**src/rtl/riscv_pkg.sv**
```systemverilog
// ============================================================================
// Module : riscv_pkg
// Shared datapath width, ALU opcode set and arbiter state encoding.
// Rev    : 1.0
// ============================================================================
`default_nettype none

package riscv_pkg;

  localparam int XLEN = 32;

  typedef enum logic [3:0] {
    ALU_ADD  = 4'd0,
    ALU_SUB  = 4'd1,
    ALU_SLL  = 4'd2,
    ALU_SLT  = 4'd3,
    ALU_SLTU = 4'd4,
    ALU_XOR  = 4'd5,
    ALU_SRL  = 4'd6,
    ALU_SRA  = 4'd7,
    ALU_OR   = 4'd8,
    ALU_AND  = 4'd9
  } alu_op_t;

  localparam alu_op_t ALU_OP_LAST = ALU_AND;

  typedef enum logic [0:0] {
    ARB_EMPTY = 1'b0,
    ARB_FULL  = 1'b1
  } arb_state_t;

  // Encodings past the last defined opcode carry no ALU meaning.
  function automatic logic op_is_illegal(input alu_op_t op);
    return 4'(op) > 4'(ALU_OP_LAST);
  endfunction

endpackage

`default_nettype wire

```
**src/rtl/rr_arbiter.sv**
```systemverilog
// ============================================================================
// Module : rr_arbiter
// Round-robin picker: first set request at or after i_ptr (mod NREQ) wins.
// Rev    : 1.0
// ============================================================================
`default_nettype none

module rr_arbiter #(
  parameter int NREQ = 2
) (
  input  logic [NREQ-1:0] i_req,
  input  logic [1:0]      i_ptr,
  output logic [NREQ-1:0] o_gnt
);

  logic w_found;

  always_comb begin
    o_gnt   = '0;
    w_found = 1'b0;
    for (int k = 0; k < NREQ; k++) begin
      for (int j = 0; j < NREQ; j++) begin
        if (!w_found && i_req[j] && (j == ((int'(i_ptr) + k) % NREQ))) begin
          o_gnt[j] = 1'b1;
          w_found  = 1'b1;
        end
      end
    end
  end

endmodule

`default_nettype wire

```
**src/rtl/alu_arbiter.sv**
```systemverilog
// ============================================================================
// Module : alu_arbiter
// Shares one combinational ALU among NREQ requesters with a 1-deep response.
// Rev    : 1.0
// ============================================================================
`default_nettype none

module alu_arbiter
  import riscv_pkg::*;
#(
  parameter int NREQ = 2,
  parameter int TAGW = 5
) (
  input  logic                           clk,
  input  logic                           rst,
  input  logic [NREQ-1:0]                req_valid_i,
  output logic [NREQ-1:0]                req_ready_o,
  input  alu_op_t [NREQ-1:0]             req_op_i,
  input  logic [NREQ-1:0][XLEN-1:0]      req_a_i,
  input  logic [NREQ-1:0][XLEN-1:0]      req_b_i,
  input  logic [NREQ-1:0][TAGW-1:0]      req_tag_i,
  output alu_op_t                        alu_op_o,
  output logic [XLEN-1:0]                alu_a_o,
  output logic [XLEN-1:0]                alu_b_o,
  input  logic [XLEN-1:0]                alu_res_i,
  output logic                           rsp_valid_o,
  input  logic                           rsp_ready_i,
  output logic [1:0]                     rsp_id_o,
  output logic [TAGW-1:0]                rsp_tag_o,
  output logic [XLEN-1:0]                rsp_data_o,
  output logic                           rsp_err_o
);

  arb_state_t       r_state;
  arb_state_t       w_state_nxt;
  logic [1:0]       r_ptr;
  logic [1:0]       w_ptr_nxt;
  logic [NREQ-1:0]  w_gnt;
  logic [NREQ-1:0]  w_ready;
  logic             w_slot_free;
  logic             w_hs;
  logic [1:0]       w_gnt_idx;
  logic [TAGW-1:0]  w_tag;
  logic             w_illegal;

  logic [1:0]       r_rsp_id;
  logic [TAGW-1:0]  r_rsp_tag;
  logic [XLEN-1:0]  r_rsp_data;
  logic             r_rsp_err;

  rr_arbiter #(
    .NREQ (NREQ)
  ) u_rr (
    .i_req (req_valid_i),
    .i_ptr (r_ptr),
    .o_gnt (w_gnt)
  );

  // The slot may be refilled in the same cycle the consumer drains it.
  assign w_slot_free = (r_state == ARB_EMPTY) || rsp_ready_i;
  assign w_ready     = (w_slot_free && !rst) ? w_gnt : '0;
  assign w_hs        = |w_ready;
  assign req_ready_o = w_ready;

  always_comb begin
    alu_op_o  = ALU_ADD;
    alu_a_o   = '0;
    alu_b_o   = '0;
    w_tag     = '0;
    w_gnt_idx = '0;
    for (int j = 0; j < NREQ; j++) begin
      if (w_gnt[j]) begin
        alu_op_o  = req_op_i[j];
        alu_a_o   = req_a_i[j];
        alu_b_o   = req_b_i[j];
        w_tag     = req_tag_i[j];
        w_gnt_idx = 2'(j);
      end
    end
  end

  assign w_illegal = op_is_illegal(alu_op_o);
  assign w_ptr_nxt = (w_gnt_idx == 2'(NREQ - 1)) ? 2'd0 : w_gnt_idx + 2'd1;

  always_comb begin
    w_state_nxt = r_state;
    case (r_state)
      ARB_EMPTY: if (w_hs) w_state_nxt = ARB_FULL;
      ARB_FULL: begin
        if (w_hs)             w_state_nxt = ARB_FULL;
        else if (rsp_ready_i) w_state_nxt = ARB_EMPTY;
      end
      default:   w_state_nxt = ARB_EMPTY;
    endcase
  end

  always_ff @(posedge clk) begin
    if (rst) begin
      r_state    <= ARB_EMPTY;
      r_ptr      <= '0;
      r_rsp_id   <= '0;
      r_rsp_tag  <= '0;
      r_rsp_data <= '0;
      r_rsp_err  <= 1'b0;
    end else begin
      r_state <= w_state_nxt;
      if (w_hs) begin
        r_ptr      <= w_ptr_nxt;
        r_rsp_id   <= w_gnt_idx;
        r_rsp_tag  <= w_tag;
        r_rsp_data <= w_illegal ? '0 : alu_res_i;
        r_rsp_err  <= w_illegal;
      end
    end
  end

  assign rsp_valid_o = (r_state == ARB_FULL);
  assign rsp_id_o    = r_rsp_id;
  assign rsp_tag_o   = r_rsp_tag;
  assign rsp_data_o  = r_rsp_data;
  assign rsp_err_o   = r_rsp_err;

endmodule

`default_nettype wire

```
**config.mk**
```make
export PLATFORM = sky130hd
export DESIGN_NAME = alu_arbiter
export DESIGN_NICKNAME = d
export VERILOG_FILES = /design/src/rtl/riscv_pkg.sv /design/src/rtl/rr_arbiter.sv /design/src/rtl/alu_arbiter.sv
export SDC_FILE = /design/constraint.sdc
export NUM_CORES = 1
export LEC_CHECK = 0
export ABC_CLOCK_PERIOD_IN_PS = 1300
export BUFFER_PORTS_ARGS = -buffer_cell sky130_fd_sc_hd__buf_2
export CORE_AREA = 4 4 113 115
export CTS_CLUSTER_SIZE = 14
export DETAILED_ROUTE_END_ITERATION = 16
export DIE_AREA = 0 0 117 119
export GPL_ROUTABILITY_DRIVEN = 0
export GPL_TIMING_DRIVEN = 0
export PLACE_DENSITY = 0.67
export SYNTH_ARGS = -nofsm -noshare
export SYNTH_HDL_FRONTEND = slang
export SYNTH_SLANG_ARGS = --single-unit
```
**constraint.sdc**
```tcl
create_clock -name clk -period 1.3 [get_ports clk]
set_input_delay 0.195 -clock clk [delete_from_list [all_inputs] [get_ports clk]]
set_output_delay 0.195 -clock clk [all_outputs]
set_load 0.1 [all_outputs]
```
==> impl_metrics.yaml <==
clocking:
  path_clk_slew_ns: 0.06
  cts_num_sinks: 41
  cts_tree: "done"
  clockRootBuffer: "clkbuf_16"
  cts_buffers: 5
  clockBufferDepth: 2
  cts_max_level: 2
  clock_latency_ns: 0.28
global_routing:
  grt_util_all_layers_pct: 19.27
  antenna_found_initial: 6
  first_global_vias: 3770
  grt_max_degree: 14
  grt_pass1_wl_um: 20590
  grt-ovfl-total: 0
cells_and_area:
  final_common_cell: "buf_2"
  instances_no_fill: 744
  area.growth.synth_to_final_pct: 156.9
  drive_gt1_share_pct: 79.19
  stdcell_area_mm2: 0.006193
  finalNetCount: 773
  mostFrequentLayoutCells: "buf_2, buf_12, nand2_1"
worst_setup_path:
  reg2reg_to: "rsp_data_o[28]"
  worstSetupStartpointType: "register"
  ff2ff_path_depth: 8
  worstPathMaxFanout: 6
  required_ns: 1.11
  reg2reg_slack_ns: -0.47
  end_kind: "output port"
  arrival_ns: 1.60
  criticalPathCategory: "reg -> out"
  regToRegStartpoint: "r_ptr[0]"
synth:
  synth_area_leaders: "dfxtp_1, a22o_1, a21oi_2"
  ys_ff_latch: 41
  syn_area_mm2: 0.002411
  yosysTopAreaCell: "dfxtp_1"
  yosysTopAreaCellShare_pct: 34.04
  ys.flop_type: "dfxtp_1"
  synth_edf_count: 0
  syn_avg_cell_area_um2: 8.864
  syn_inst: 272
  syn_nets: 455
  yosysSeqAreaShare_pct: 34.04
  async_reset_ff_share_pct: 0
  ys_types: 27
  yosys_warnings: 0
min_path:
  holdPathEnd: "rsp_data_o[25]"
  hp-start: "alu_res_i[25]"
  hp-class: "in -> reg"
  hold_depth: 3
die:
  die-height_um: 119
  initial_core_util_pct: 20.41
  coreArea_mm2: 0.01181
  std_cell_rows: 40
  die-width_um: 117
  ios: 294
  design.die.area_mm2: 0.01392
run_status:
  violations: "setup timing"
  status: "complete, but fails checks"
job:
  cap_violations: 0
power:
  p_total_mw: 7.034
  vdd_ir_drop_max_uv: 561.8
  p_leak_nw: 2.979
  powerDensity_mw_per_mm2: 1136
routing:
  post_drt_wl_per_cell_um: 19.47
  ant_nets: 0
  detailedRoute.firstIterationViolations: 111
  drc: 0
  dr.pass1.iters: 4
  viasPerCell: 4.687
  drt_wl_total_um: 14490
  vias: 3487
timing:
  setup-violations-final: 110
  fin_crit_sh_pct: 137.7
  maxClockFrequency_mhz: 558.7
  worst_slew_pin_slew_ns: 0.7672
  rsz0062_at_grt: "yes"
  fin_ws_ns: -0.4900
  timing_hold_violations_final: 0
  fin_setup_tns_ns: -44.95
  slew_viol_final: 0
  finClkSkew_ns: 0.008562
  slew_headroom_pct: 48.85
  min_period_ns: 1.790
place:
  placed_cells: 711
  post-place-ws_ns: -0.7323
  place_area_mm2: 0.004377
  numPortBuffers: 292
  dpl.hpwl_um: 10600
-- synthesized netlist by cell type (2+ instances only) --
library cell and n:
a21oi_1 3, a21oi_2 30, a221oi_2 5, a22o_1 66
a32o_2 2, buf_2 10, buf_4 2, buf_6 7
clkbuf_1 10, dfxtp_1 41, nand2_1 65, nand2b_1 2
nor2_1 9, nor3_1 6, nor3b_2 2
-- through the flow --
step,hold slack (ns),utilization (%)
global placement,0.4464,37.06
CTS,0.1450,50.18
finish,0.1541,52.44
detailed placement,0.4458,37.06
global route,0.1483,52.44
floorplan,0.3296,-
-- logic make-up after synthesis --
| family | count (synthesis) | share of synthesized area, % |
|---|---|---|
| AO/OA/AOI/OAI | 110 | 41.46 |
| other | 1 | 0.1555 |
| flip-flops | 41 | 34.04 |
| buffers and inverters | 29 | 7.525 |
| AND/OR/NAND/NOR | 91 | 16.81 |
-- critical path: stages, from the launching register on --
cell	delay, ns
dfxtp_2	0.34
nand2b_4	0.15
and2_4	0.20
clkbuf_16	0.17
a22o_4	0.27
buf_12	0.17
-- worst max path at each step --
| stage | start | end | slack, ns | depth (start not counted) |
|---|---|---|---|---|
| 2_1_floorplan | rsp_valid_o | r_ptr[0] | -0.58 | 4 |
| 3_3_place_gp | req_valid_i[0] | alu_b_o[8] | -0.67 | 6 |
| 3_5_place_dp | req_valid_i[0] | alu_b_o[8] | -0.73 | 6 |
| 4_1_cts | r_ptr[0] | alu_b_o[28] | -0.48 | 5 |
| 5_1_grt | r_ptr[0] | alu_a_o[23] | -0.52 | 5 |
| 6_report | r_ptr[0] | alu_a_o[23] | -0.49 | 5 |
-- power breakdown --
group | internal, mW | switching (mW)
registers | 1.34 | 0.0413
clock network | 0.763 | 0.498
logic | 1.57 | 2.83
total | 3.67 | 3.37
-- layer usage --
layer	global-route usage [%]	share of wire, %
met2	36.31	56
met5	0	0
met3	4.116	6.4
met4	7.599	2.2
met1	20.24	36
-- state kept, by name (all words and copies together) (netlist names) --
| name | flops |
|---|---|
| rsp_data_o | 32 |
| rsp_tag_o | 5 |
| r_ptr | 1 |
| rsp_id_o | 1 |
| rsp_valid_o | 1 |
| rsp_err_o | 1 |
-- final cells by class --
cell class | instances | area, um2
clock inverters | 2 | 13.76
diodes | 6 | 15.01
repair buffers | 311 | 2788
flip-flops and latches | 41 | 825.8
clock buffers | 6 | 138.9
well taps | 147 | 183.9
fillers | 1007 | 5618
multi-input cells | 203 | 1888
plain buffers | 28 | 340.3
-- repair_timing --
| action | in CTS | in global routing |
|---|---|---|
| cloned | 7 | 1 |
| gates resized for setup | 319 | 33 |
| hold buffers | 0 | 0 |
| buffers inserted | 6 | 7 |
| pin swaps | 4 | 3 |
| setup endpoints to repair | 107 | 111 |
Power figures use the tool's default switching activity.
